--- config.mk ---
export PLATFORM = sky130hd
export DESIGN_NAME = key_line_buffer
export DESIGN_NICKNAME = d
export VERILOG_FILES = /design/src/rtl/key_pkg.sv /design/src/rtl/key_code_decoder.sv /design/src/rtl/key_line_buffer.sv
export SDC_FILE = /design/constraint.sdc
export NUM_CORES = 1
export LEC_CHECK = 0
export CAP_MARGIN = 0
export CORE_MARGIN = 2
export CORE_UTILIZATION = 35
export CTS_BUF_LIST = sky130_fd_sc_hd__clkbuf_16
export DETAILED_ROUTE_END_ITERATION = 8
export GPL_TIMING_DRIVEN = 0
export PLACE_DENSITY = 0.54
export SYNTH_ARGS = -nofsm -noshare
export SYNTH_HDL_FRONTEND = slang
export SYNTH_SLANG_ARGS = --single-unit
--- constraint.sdc ---
create_clock -name clk -period 4.72 [get_ports clk]
set_input_delay 0.472 -clock clk [delete_from_list [all_inputs] [get_ports clk]]
set_output_delay 0.472 -clock clk [all_outputs]
set_load 0.005 [all_outputs]
--- src/rtl/key_pkg.sv ---
// Shared constants, types and helpers for the keyboard line editor.
package key_pkg;

  localparam int CODE_W = 6;

  typedef logic [CODE_W-1:0] code_t;

  localparam code_t CODE_NONE    = 6'd0;
  localparam code_t CODE_SPACE   = 6'd27;
  localparam code_t CODE_DIGIT0  = 6'd28;
  localparam code_t CODE_INVALID = 6'd63;

  localparam logic [8:0] SC_BKSP  = 9'h066;
  localparam logic [8:0] SC_ENTER = 9'h05A;

  typedef enum logic {
    ST_EDIT    = 1'b0,
    ST_READOUT = 1'b1
  } line_state_t;

  // Digit n maps to CODE_DIGIT0+n when digits are enabled, otherwise invalid.
  function automatic code_t digit_code(input logic en, input logic [3:0] n);
    if (en) begin
      return CODE_DIGIT0 + {2'b00, n};
    end else begin
      return CODE_INVALID;
    end
  endfunction

endpackage

--- src/rtl/key_code_decoder.sv ---
// Combinational scan-code to character-code translation with command flags.
module key_code_decoder
  import key_pkg::*;
#(
  parameter bit DIGITS_EN = 1'b1
) (
  input  logic [8:0] last_change,
  output code_t      code,
  output logic       is_char,
  output logic       is_bksp,
  output logic       is_enter
);

  code_t code_s;
  logic  bksp_s;
  logic  enter_s;

  // Map a scan code to its character code; E0-prefixed codes fall to default.
  always_comb begin
    code_s  = CODE_INVALID;
    bksp_s  = 1'b0;
    enter_s = 1'b0;
    case (last_change)
      9'h01C: code_s = 6'd1;
      9'h032: code_s = 6'd2;
      9'h021: code_s = 6'd3;
      9'h023: code_s = 6'd4;
      9'h024: code_s = 6'd5;
      9'h02B: code_s = 6'd6;
      9'h034: code_s = 6'd7;
      9'h033: code_s = 6'd8;
      9'h043: code_s = 6'd9;
      9'h03B: code_s = 6'd10;
      9'h042: code_s = 6'd11;
      9'h04B: code_s = 6'd12;
      9'h03A: code_s = 6'd13;
      9'h031: code_s = 6'd14;
      9'h044: code_s = 6'd15;
      9'h04D: code_s = 6'd16;
      9'h015: code_s = 6'd17;
      9'h02D: code_s = 6'd18;
      9'h01B: code_s = 6'd19;
      9'h02C: code_s = 6'd20;
      9'h03C: code_s = 6'd21;
      9'h02A: code_s = 6'd22;
      9'h01D: code_s = 6'd23;
      9'h022: code_s = 6'd24;
      9'h035: code_s = 6'd25;
      9'h01A: code_s = 6'd26;
      9'h029: code_s = CODE_SPACE;
      9'h045: code_s = digit_code(DIGITS_EN, 4'd0);
      9'h016: code_s = digit_code(DIGITS_EN, 4'd1);
      9'h01E: code_s = digit_code(DIGITS_EN, 4'd2);
      9'h026: code_s = digit_code(DIGITS_EN, 4'd3);
      9'h025: code_s = digit_code(DIGITS_EN, 4'd4);
      9'h02E: code_s = digit_code(DIGITS_EN, 4'd5);
      9'h036: code_s = digit_code(DIGITS_EN, 4'd6);
      9'h03D: code_s = digit_code(DIGITS_EN, 4'd7);
      9'h03E: code_s = digit_code(DIGITS_EN, 4'd8);
      9'h046: code_s = digit_code(DIGITS_EN, 4'd9);
      SC_BKSP:  bksp_s  = 1'b1;
      SC_ENTER: enter_s = 1'b1;
      default:  code_s  = CODE_INVALID;
    endcase
  end

  assign code     = code_s;
  assign is_char  = (code_s != CODE_INVALID);
  assign is_bksp  = bksp_s;
  assign is_enter = enter_s;

endmodule

--- src/rtl/key_line_buffer.sv ---
// Line editor: stores decoded characters, supports backspace, streams the
// committed line out over valid/ready when Enter is pressed.
module key_line_buffer
  import key_pkg::*;
#(
  parameter int DEPTH     = 16,
  parameter bit DIGITS_EN = 1'b1
) (
  input  logic                       clk,
  input  logic                       rst,
  input  logic                       key_valid,
  input  logic [8:0]                 last_change,
  output logic                       out_valid,
  input  logic                       out_ready,
  output logic [CODE_W-1:0]          out_data,
  output logic                       out_last,
  output logic [$clog2(DEPTH+1)-1:0] count,
  output logic [CODE_W-1:0]          last_char,
  output logic                       busy,
  output logic                       overflow
);

  localparam int CW = $clog2(DEPTH + 1);
  localparam int AW = $clog2(DEPTH);
  localparam logic [CW-1:0] DEPTH_C = CW'(DEPTH);

  line_state_t   state_r;
  code_t         buf_r [DEPTH];
  logic [CW-1:0] count_r;
  logic [AW-1:0] rd_ptr_r;
  code_t         last_char_r;
  logic          overflow_r;

  code_t         code_s;
  logic          is_char_s;
  logic          is_bksp_s;
  logic          is_enter_s;
  logic [AW-1:0] wr_idx_s;
  logic [AW-1:0] bk_idx_s;
  logic [AW-1:0] last_idx_s;

  key_code_decoder #(
    .DIGITS_EN (DIGITS_EN)
  ) u_decoder (
    .last_change (last_change),
    .code        (code_s),
    .is_char     (is_char_s),
    .is_bksp     (is_bksp_s),
    .is_enter    (is_enter_s)
  );

  // Index arithmetic is only used when the guarding count condition holds,
  // so truncation to the array index width never loses information.
  assign wr_idx_s   = AW'(count_r);
  assign bk_idx_s   = AW'(count_r - CW'(2));
  assign last_idx_s = AW'(count_r - CW'(1));

  // Editing / readout state machine and line storage.
  always_ff @(posedge clk) begin
    if (rst) begin
      state_r     <= ST_EDIT;
      count_r     <= '0;
      rd_ptr_r    <= '0;
      last_char_r <= CODE_NONE;
      overflow_r  <= 1'b0;
    end else begin
      overflow_r <= 1'b0;
      case (state_r)
        ST_EDIT: begin
          if (key_valid && is_char_s) begin
            if (count_r < DEPTH_C) begin
              buf_r[wr_idx_s] <= code_s;
              count_r         <= count_r + CW'(1);
              last_char_r     <= code_s;
            end else begin
              overflow_r <= 1'b1;
            end
          end else if (key_valid && is_bksp_s) begin
            if (count_r != '0) begin
              count_r     <= count_r - CW'(1);
              last_char_r <= (count_r > CW'(1)) ? buf_r[bk_idx_s] : CODE_NONE;
            end
          end else if (key_valid && is_enter_s && (count_r != '0)) begin
            state_r  <= ST_READOUT;
            rd_ptr_r <= '0;
          end
        end
        ST_READOUT: begin
          // Characters arriving while the line drains are dropped.
          if (key_valid && is_char_s) begin
            overflow_r <= 1'b1;
          end
          if (out_ready) begin
            if (rd_ptr_r == last_idx_s) begin
              state_r     <= ST_EDIT;
              count_r     <= '0;
              rd_ptr_r    <= '0;
              last_char_r <= CODE_NONE;
            end else begin
              rd_ptr_r <= rd_ptr_r + AW'(1);
            end
          end
        end
        default: begin
          state_r  <= ST_EDIT;
          count_r  <= '0;
          rd_ptr_r <= '0;
        end
      endcase
    end
  end

  assign busy      = (state_r == ST_READOUT);
  assign out_valid = busy;
  assign out_data  = busy ? buf_r[rd_ptr_r] : CODE_NONE;
  assign out_last  = busy && (rd_ptr_r == last_idx_s);
  assign count     = count_r;
  assign last_char = last_char_r;
  assign overflow  = overflow_r;

endmodule

== Word level (Yosys, flattened, before mapping) ==
Memory sizes are Yosys's and may differ from the RTL's. A register that Yosys moved wholly into a read port is not among the register bits.
Cells that the tools add are included.
W data, S select, Z words.

* Register bits: 17
* Memory bits (writable): 96
* Input bits: 13
* Word-level logic and storage cells: 112
* Memories: 1

* Add/subtract/negate cells: 4
* Magnitude comparators: 2
* Eq/ne operators: 49
* Muxes and demuxes: 42
* Bitwise gates (word level): 1
* Reduce and logical (&&, ||, !) cells: 8

{| class="wikitable"
|+ Memory list
! memory !! depth !! bits a word !! read ports !! clocked after memory_dff !! write ports !! line !! RTL
|-
| buf_r || 16 || 6 || 2 || 1 || 1 || key_line_buffer.sv:28 || <nowiki>code_t buf_r [DEPTH];</nowiki>
|}

{| class="wikitable"
|+ Operator list
! operator !! count
|-
| $pmux W6 S37 || 1
|-
| $eq A9 B6 Y1 const B || 23
|-
| $eq A9 B7 Y1 const B || 9
|-
| $eq A9 B5 Y1 const B || 7
|-
| $mux W6 || 8
|-
| $mux W5 || 6
|-
| $mux W4 || 7
|-
| $mux W1 || 15
|-
| $pmux W6 S2 || 1
|-
| $pmux W5 S2 || 1
|-
| $ne A3 B3 Y1 const B || 3
|-
| $ne A2 B2 Y1 const B || 4
|-
| $pmux W4 S2 || 1
|-
| $ne A6 B6 Y1 const B || 1
|-
| $add A5 B1 Y5 const B || 1
|-
| $gt A5 B1 Y1 const B || 1
|-
| $logic_and A1 B1 Y1 || 5
|-
| $lt A5 B5 Y1 const B || 1
|-
| $reduce_and A5 Y1 || 1
|-
| $reduce_bool A5 Y1 || 1
|-
| $sub A5 B1 Y5 const B || 1
|-
| $add A4 B1 Y4 const B || 1
|-
| $eq A4 B4 Y1 || 1
|-
| $pmux W1 S2 || 2
|-
| 4 further kinds || 4
|}

== Longest topological paths before layout ==
Gate-level depths: netlist of the first run.

* Depth after elaboration: 10
* Gate-level depth with buffers: 12
* Gate-level depth less buffers: 10

== Modules after synthesis ==
From an unflattened synthesis of the first run, not the netlist that was laid out.

* Cells, all modules: 466
* Area, all modules: 6,424.9 µm²

{| class="wikitable"
|+ By module, submodules not included
! module !! instances !! cells an instance !! area an instance (µm²)
|-
| key_line_buffer || 1 || 336 || 5,562.8
|-
| key_code_decoder || 1 || 130 || 862.1
|}

== Worst setup path after synthesis of the first run ==
Ideal clock, no wire load.

* Kind: reg-to-reg
* Start: register count_r[1] (netlist: count[1])
* End: register last_char_r[0] (netlist: last_char[0])
* Library setup time: 117 ps
* Arrival: 3,121 ps
* Required time: 4,603 ps
* Slack: 1,482 ps
* Stages on the path, launching flop included: 10
* Buffers on the path: 2
* Cells stage by stage: dfxtp_1 > clkbuf_1 > buf_1 > inv_1 > ha_1 > xor2_1 > mux4_2 > nor2b_1 > mux2_1 > a22o_1

* Cells in the longest elaborated chain, start to end: 7

{| class="wikitable"
|+ RTL lines
! item !! line !! RTL
|-
| start: declaration || key_line_buffer.sv:29 || <nowiki>logic [CW-1:0] count_r;</nowiki>
|-
| start signal: assignment || key_line_buffer.sv:73 || <nowiki>count_r <= count_r + CW'(1);</nowiki>
|-
| start signal: assignment || key_line_buffer.sv:80 || <nowiki>count_r <= count_r - CW'(1);</nowiki>
|-
| $sub A4 B2 Y4 || key_line_buffer.sv:55 || <nowiki>assign bk_idx_s = AW'(count_r - CW'(2));</nowiki>
|-
| $mem_v2 Z16 W6 || -- ||
|-
| $mux W6 || key_line_buffer.sv:81 || <nowiki>last_char_r <= (count_r > CW'(1)) ? buf_r[bk_idx_s] : CODE_NONE;</nowiki>
|-
| $mux W6 || key_line_buffer.sv:79 || <nowiki>if (count_r != '0) begin</nowiki>
|-
| $mux W6 || key_line_buffer.sv:78 || <nowiki>end else if (key_valid && is_bksp_s) begin</nowiki>
|-
| $mux W6 || key_line_buffer.sv:70 || <nowiki>if (key_valid && is_char_s) begin</nowiki>
|-
| $pmux W6 S2 || key_line_buffer.sv:68 || <nowiki>case (state_r)</nowiki>
|-
| end signal: assignment || key_line_buffer.sv:74 || <nowiki>last_char_r <= code_s;</nowiki>
|-
| end signal: assignment || key_line_buffer.sv:81 ||
|-
| end: declaration || key_line_buffer.sv:31 || <nowiki>code_t last_char_r;</nowiki>
|}

Several ways; a longest one is shown, not always the timed one. The select of a mux whose other input is x is not followed.
A chain may end at the register's enable or synchronous reset.

== Final worst setup path of the first run ==
* Start: register count_r[1] (netlist: count[1])
* End: output out_last

* Cells in the longest elaborated chain, start to end: 3

{| class="wikitable"
|+ RTL lines
! item !! line !! RTL
|-
| $sub A5 B1 Y5 || -- ||
|-
| $eq A4 B4 Y1 || key_line_buffer.sv:116 || <nowiki>assign out_last = busy && (rd_ptr_r == last_idx_s);</nowiki>
|-
| $logic_and A1 B1 Y1 || key_line_buffer.sv:116 ||
|-
| end: declaration || key_line_buffer.sv:16 || <nowiki>output logic out_last,</nowiki>
|}

Every way passes these cells.

==> summary by stage, run 1 <==
Yosys
Summed over all instances, the cell type with the most area after synthesis is sky130_fd_sc_hd__edfxtp_1. Of the post-synthesis cell area, the dominant cell type holds 0.445. The commonest cells after synthesis are sky130_fd_sc_hd__edfxtp_1 (96), sky130_fd_sc_hd__mux4_2 (60), sky130_fd_sc_hd__dfxtp_1 (21). After technology mapping, the gate count stands at about 450. Counting flops with an async set or reset pin after synthesis yields a share of 0. During synthesis, Yosys emitted a total of 0 warnings.

The synthesized design contains ~120 register bits. The sequential cell area fraction in the yosys report is 0.510. After synthesis the cells add up to 6480 um^2.

The top flip-flop cell by instance count after synthesis is sky130_fd_sc_hd__edfxtp_1. The mean instance size in the synthesized netlist is around 14 um^2. The number of distinct library cells after synthesis is 66. The most frequent cell after synthesis is sky130_fd_sc_hd__edfxtp_1. Counting every net in the synthesized netlist gives ~470. In this run, synthesis inferred 96 flip-flops with an integrated enable. By area the synthesized netlist is led by sky130_fd_sc_hd__edfxtp_1 (44%), sky130_fd_sc_hd__mux4_2 (21%), sky130_fd_sc_hd__dfxtp_1 (6.5%), sky130_fd_sc_hd__and2_1 (1.6%), sky130_fd_sc_hd__ha_1 (1.5%).

Clocking
Buffers inserted during clock tree synthesis total 17. The count of buffers added by post-CTS timing repair for setup is 0. The H-tree generated during clock tree synthesis spans 4 levels. The number of cells upsized or downsized after cts is 0. The clock tree root buffer cell is sky130_fd_sc_hd__clkbuf_16.

For the worst-skew pair, the clock arrives at the later sink with an insertion delay of between 400 and 500 ps. TritonCTS built the clock tree. The maximum number of buffers from clock root to sink is 2. The clock drives 117 sinks. The number of hold buffers added after CTS was 0. Clock-pin slew was measured on the worst setup and hold paths at 60 ps.

Worst setup path
The worst register-to-register path has a depth of 11. In this run the worst path has a maximum fanout of 10. The endpoint kind of the worst setup timing path is an output pin.

Data on the critical path arrives at its endpoint at 3990 ps. The startpoint kind of the worst setup timing path is a register. The data required time at the worst endpoint is between 4000 and 5000 ps. The worst register-to-register path begins at count[1]. The type of the worst setup path is register to output pin. The setup slack of the most critical reg-to-reg path is approximately 360 ps. The worst register-to-register path ends at count[2].

Global route
The aggregate global routing overflow is 0. The total global routing track utilization is 0.189. The first global-routing pass estimated between 20,000 and 30,000 um of wire. The initial antenna violation count was 0.

The number of global-route vias before repair is around 4.5k. The maximum number of pins on one net before global-route repair is 18.

Floorplanning
The total area inside the core boundary comes to between 15,000 and 20,000 um^2. Measured along the y axis, the die boundary spans 140 um. The initial utilization of the core area, before any placement, comes to 0.358. The number of primary I/O pins is 34. The die area is 19,600 um^2. The floorplan die width is around 140 um. The floorplan has 49 rows.

Worst hold path
The hold-critical path endpoint is last_char[5]. Counting instances, the worst hold path has a depth of 1. The tightest min-delay check is of the register to register type. The start point of the worst min-delay path is last_char[5].

Route
In the detailed route, the total length drawn on met3 is 1210 um. The final routed wire length divided by cell count is roughly 24 um. The violation count after the first detailed-routing iteration is between 500 and 600.

The highest metal layer with signal wires is met4. For this block, the routed nets add up to 18,100 um of wire. The DRC violation count after routing is 5. In the detailed route, the total length drawn on met2 is 8910 um. The first detailed-routing pass ran for 7 iterations.

The vias after detailed routing is approximately 4.5k. The per-cell via count in the routed design is about 6.0. The detail route stage leaves a number of antenna-violating nets equal to 0. After detailed routing, the wire length on met1 is between 7000 and 8000 um.

Pwr
The analysis attributes to net switching a power of approximately 660 uW. The design internal power is 2.03 mW. The share of power burned in the clock network is 0.468. In this run the static leakage power is 2.43 nW. VDD sags by at most between 0.15 and 0.2 mV. The share of total power dissipated in sequential elements is 0.422. The portion of total power attributed to combinational logic is 0.109. Of the total power, the share spent switching nets is 0.245. For this design the ratio of total power to cell area is roughly 350 nW/um^2.

Place
After legalization and detailed placement, the total HPWL measured between 10,000 and 15,000 um. Buffers placed on the I/O ports in this run total 31. The routability congestion estimate from global placement is around 0.90.

Timing
The period utilization is 0.946. Setup repair after global routing left no endpoint under its margin. Headroom to the max-slew limit came out at 0.289. The maximum clock frequency is around 0.22 GHz. Setup violations remaining at the end of the flow were counted as 0. Counting I/O delays and the setup requirement, the final critical path takes 4460 ps.

The number of pins with negative max-slew slack in the final report was 0. The transition time of the tightest slew-check pin is ~1100 ps. Final hold analysis gives a worst-case slack of a little under 500 ps. For the final routed database, the setup TNS stands at 0 ps. The number of endpoints with negative hold slack in the final report is 0. Clock skew on the completed layout was measured at 9.79 ps.

Layout
In the final design database the tool counted ~520 nets. The area added between synthesis and finish is 18.3%. The number of antenna diodes in the final layout is 0. The share of cells above drive strength 1 is 0.222.

Run status
The final reports fail on design-rule violations. The flow ran to the end, but the final reports show violations.

Flow run
Across the run, the number of max-cap violations was 0.
==> layout make-up <==
type	count	area [um^2]
clock inverters	15	159
flip-flops and latches	117	3300
multi-input cells	295	3010
plain buffers	29	135
fillers	1633	10400
inverters	10	37.5
repair buffers	31	310
clock buffers	17	425
well taps	229	287
==> flip-flops by register name, summed over array words and instances, names as in the netlist, named ones only <==
signal,cells
count,5
busy,1
rd_ptr_r,4
overflow,1
last_char,6
buf_r,96
==> metal layers <==
layer  vias up  GRT usage
met4         0     0.0665
met2       206      0.304
met5         -          0
met1      2288      0.253
met3        25     0.0448
li1       1943          -
==> worst max-delay path, stage by stage (launching register included) <==
cell and delay [ps]:
sky130_fd_sc_hd__dfxtp_1 470, sky130_fd_sc_hd__clkbuf_1 500, sky130_fd_sc_hd__buf_1 580, sky130_fd_sc_hd__inv_1 230
sky130_fd_sc_hd__ha_1 250, sky130_fd_sc_hd__a21boi_0 430, sky130_fd_sc_hd__xnor2_1 180, sky130_fd_sc_hd__nand4_1 250
sky130_fd_sc_hd__nor2_1 160, sky130_fd_sc_hd__clkdlybuf4s50_1 520
==> worst max-delay path by stage <==
stage,start,endpoint
floorplan,count[1],last_char[0]
CTS,count[1],out_last
detailed placement,last_change[3],last_char[1]
finish,count[1],out_last
global route,count[1],out_last
global placement,last_change[3],last_char[1]
==> through the flow <==
step	area [um^2]	worst slack (ps)	instances	utilization	total power, mW
6_report	7670	256	743	0.424	2.69
5_1_grt	7670	76.0	743	0.424	2.78
4_1_cts	7660	211	743	0.424	2.71
3_5_place_dp	7080	227	711	0.391	1.45
3_3_place_gp	7080	225	711	0.391	1.45
2_1_floorplan	6480	1480	451	-	1.35
==> kinds of logic after synthesis <==
kind of cell / share of synthesized area
buf+inv: 0.0266
mux: 0.225
simple gates: 0.141
flops: 0.510
fa+ha+maj: 0.0154
compound gates: 0.0685
xor+xnor: 0.0135
==> power by group through the flow <==
stage          sequential [mW]  clock, mW  combinational, mW
5_1_grt                   1.14       1.33              0.317
3_3_place_gp              1.16          0              0.293
6_report                  1.14       1.26              0.294
3_5_place_dp              1.16          0              0.291
4_1_cts                   1.14       1.28              0.293
2_1_floorplan             1.15          0              0.195
==> cells in the final DEF, fill, tap and decap left out, drive strengths merged, types with 3 or more instances in the layout <==
master         synthesis  final
nor4bb                 4      4
a21oi                 12     12
nand2                 12     12
nor2b                 14     14
o2111ai                3      3
o211ai                 3      3
xnor2                  4      4
nor2                  20     20
a22o                   8      8
inv                   10     13
ha                     8      8
and2                  17     17
and3                   8      8
mux4                  60     60
a21boi                 3      3
a31oi                  5      5
clkinv                 0      8
nand4                  6      6
o21ai                 10     10
nor3                  12     12
mux2                   8      8
clkdlybuf4s50          0     31
and4                   4      4
nor3b                  3      3
a21o                   3      3
or3b                   3      3
nand2b                 7      7
clkbuf                14     31
edfxtp                96     96
xor2                   6      6
dfxtp                 21     21
nand3                 11     11
nor4                   5      5
or3                    6      6
nand3b                 4      4
buf                   15     15
Note: power is estimated with default switching activity, not from simulation.
==> run 2, diff against run 1 <==
--- a/config.mk
+++ b/config.mk
@@ -5,6 +5,7 @@
 export SDC_FILE = /design/constraint.sdc
 export NUM_CORES = 1
 export LEC_CHECK = 0
+export ABC_AREA = 0
 export CAP_MARGIN = 0
 export CORE_MARGIN = 2
 export CORE_UTILIZATION = 35
==> results of run 2 <==
Same layout as run 1: the final DEF is identical, and so are final timing and power.
==> run 3, diff against run 2 <==
--- a/config.mk
+++ b/config.mk
@@ -6,7 +6,7 @@
 export NUM_CORES = 1
 export LEC_CHECK = 0
 export ABC_AREA = 0
-export CAP_MARGIN = 0
+export CAP_MARGIN = 40
 export CORE_MARGIN = 2
 export CORE_UTILIZATION = 35
 export CTS_BUF_LIST = sky130_fd_sc_hd__clkbuf_16
==> run 3 against run 2 <==
The run still ends with design-rule violations left. Non-clock buffer count rose by 5. Count of clock-buffer cells in the layout unchanged. Fmax is 7.3% higher. Combinational power grew 3%.
==> summary by stage, run 3 (synthesized netlist as in run 1, its figures left out) <==
Run status
The flow ran to the end, but the final reports show violations. The checks that failed: design-rule violations.

Layout
The filler-free cell count of the finished design is 748 (+0.67%). The area taken by flip-flops and latches is 3300 um^2 (unchanged). The flip-flop count of the largest register after layout is 96 (unchanged).

Leaving out fill and tap cells, the most frequent cell in the layout is sky130_fd_sc_hd__edfxtp_1. The number of fill cells is 1,635 (+0.12%). Counting flops per register, the top entry is buf_r. The multi-input logic area is 3010 um^2 (-0.21%). The count of nets after finishing was 527 (+0.96%). The diode insertion count for antenna repair came to 0 (unchanged).

The share of cells above drive strength 1 is 0.231 (+0.00942). The utilization of the core after routing is 0.427 (+0.00290). The area added between synthesis and finish is 19.1%.

In the layout the commonest cells are sky130_fd_sc_hd__edfxtp_1 (96), sky130_fd_sc_hd__mux4_2 (60), sky130_fd_sc_hd__clkdlybuf4s50_1 (31).

Route
The vias after detailed routing is 4,481 (+0.43%). The violation count after the first detailed-routing iteration came to 451 (-11%). The detailed-router iteration count before antenna repair is 6 (-1). The final routed wire length divided by cell count came to 23.9 um (-1.8%). The per-cell via count in the routed design came to 5.99 (-0.25%). The DRC violation count after routing is 5 (unchanged). The routed wire length is 17,900 um (-1.2%). The residual antenna-violating net count after detailed routing is 0 (unchanged).

Clocking
The clock transition time at the flip-flop clock pins of the worst setup and hold paths is 60 ps (about the same). The total number of clock tree sinks is 117 (unchanged). The depth of the CTS H-tree is 4 (unchanged).

The number of buffers added by the clock tree synthesis step is 17 (unchanged). The insertion delay of the later-clocked pin in the worst-skew pair was 420 ps (about the same). The count of buffers added by post-CTS timing repair for setup is 0 (unchanged).

The number of buffers added to fix hold violations after cts is 0 (unchanged). CTS placed an instance of sky130_fd_sc_hd__clkbuf_16 at the clock tree root. The CTS tree is done. The maximum number of buffers from clock root to sink came to 2 (unchanged).

Timing
The worst slack on hold paths is 492 ps (+5.69 ps). The worst setup slack after layout is 559 ps (+303 ps). The worst slew margin relative to its limit was 0.445 (+0.156). The number of endpoints with negative hold slack in the final report came to 0 (unchanged). The worst clock skew is 7.00 ps (-2.79 ps). The number of pins with negative max-slew slack in the final report came to 0 (unchanged). The final-report setup violation count was 0 (unchanged).

Setup repair after global routing left no endpoint under its margin. The transition time of the tightest slew-check pin was 828 ps (-235 ps). The post-layout minimum cycle time was 4160 ps (-303 ps). The period utilization is 0.882 (-0.0642). The aggregate negative setup slack is 0 ps (unchanged). The maximum clock frequency is 0.240 GHz (+7.3%).

Pwr
The power per standard cell area was 354 nW/um^2 (+0.86%). The leakage power total is 2.46 nW (+1.3%). The peak ir drop on the vdd network is 0.198 mV (+0.41%).

Floorplanning
The die area was 19,600 um^2 (unchanged). The floorplan die width is 140 um (unchanged). The number of primary I/O pins is 34 (unchanged). The effective utilization at floorplan came to 0.358 (unchanged). The floorplan core area is 18,100 um^2 (unchanged).

The vertical die dimension is 140 um (unchanged). The number of rows created at floorplan is 49 (unchanged).

Global route
The maximum number of pins on one net before global-route repair is 18 (unchanged). The total global routing track utilization is 0.190 (+0.000546). The number of global-route vias before repair is 4,536 (+1.3%). The aggregate global routing overflow is 0 (unchanged). The initial antenna violation count is 0 (unchanged).

The global-route wire length before repair is 27,900 um (+1.3%).

Flow run
The number of maximum-capacitance constraint violations is 0 (unchanged).

Place
The post-placement cell count is 716 (+0.70%). The routability congestion estimate from global placement is 0.904 (unchanged). The count of buffers inserted at the top-level ports is 31 (unchanged).

The half-perimeter wire length of the detailed placement result came to 13,000 um (+0.46%). The worst setup slack before clock tree synthesis is 264 ps (+37.0 ps).

Worst setup path
The data required time at the worst endpoint came to 4250 ps (about the same). STA classifies the critical path startpoint as a register. The type of the worst setup path is register to output pin. The top fanout value on the critical path came to 10 (unchanged). The endpoint kind of the worst setup timing path is an output pin. The critical path data arrival time is 3690 ps (-300 ps).

Worst hold path
The tightest min-delay check is of the register to register type.
==> run 3: path summary, 6_finish.rpt <==
kind / cells past startpoint / endpoint / slack, ps / start
hold reg to reg: 1 / last_char[2] / 490 / last_char[2]
setup reg to reg: 11 / count[2] / 600 / count[1]
hold / removal: 1 / last_char[2] / 490 / last_char[2]
setup / recovery: 9 / out_last / 560 / count[1]
==> run 3: area by class of cell <==
type / instances / area share
flip-flops and latches: 117 / 0.428
multi-input cells: 295 / 0.389
clock buffers: 17 / 0.0551
repair buffers: 36 / 0.0462
well taps: 229 / 0.0371
clock inverters: 15 / 0.0220
plain buffers: 29 / 0.0177
inverters: 10 / 0.00486
==> run 3: repair_timing <==
item | in CTS | in global routing
setup endpoints to repair | 0 | 3
hold endpoints to repair | 0 | 0
gates resized for setup | 0 | 1
==> run 3: worst max-delay path: stages, from the launching register on <==
cell	delay (ps)
sky130_fd_sc_hd__dfxtp_1	470
sky130_fd_sc_hd__clkbuf_1	460
sky130_fd_sc_hd__clkbuf_2	410
sky130_fd_sc_hd__inv_1	170
sky130_fd_sc_hd__ha_1	220
sky130_fd_sc_hd__a21boi_0	430
sky130_fd_sc_hd__xnor2_1	180
sky130_fd_sc_hd__nand4_1	260
sky130_fd_sc_hd__nor2_1	160
sky130_fd_sc_hd__clkdlybuf4s50_1	520
==> run 3: layer usage <==
metal | vias up | track usage | part of all wire
li1 | 1958 | - | -
met3 | 30 | 0.0403 | 0.057
met5 | - | 0 | 0
met4 | 0 | 0.0595 | 0.023
met2 | 182 | 0.310 | 0.49
met1 | 2311 | 0.256 | 0.43
==> run 3: through the flow <==
stage	power [mW]	cell area, um^2
2_1_floorplan	1.35	6480
3_3_place_gp	1.45	7080
3_5_place_dp	1.46	7120
4_1_cts	2.74	7720
5_1_grt	2.81	7720
6_report	2.73	7720
==> run 3: report_power, final <==
part           internal, mW  switching [mW]  leakage, nW
clock                 0.790           0.504        0.287
combinational         0.133           0.169         1.14
sequential             1.12          0.0113         1.03
total                  2.05           0.684         2.46
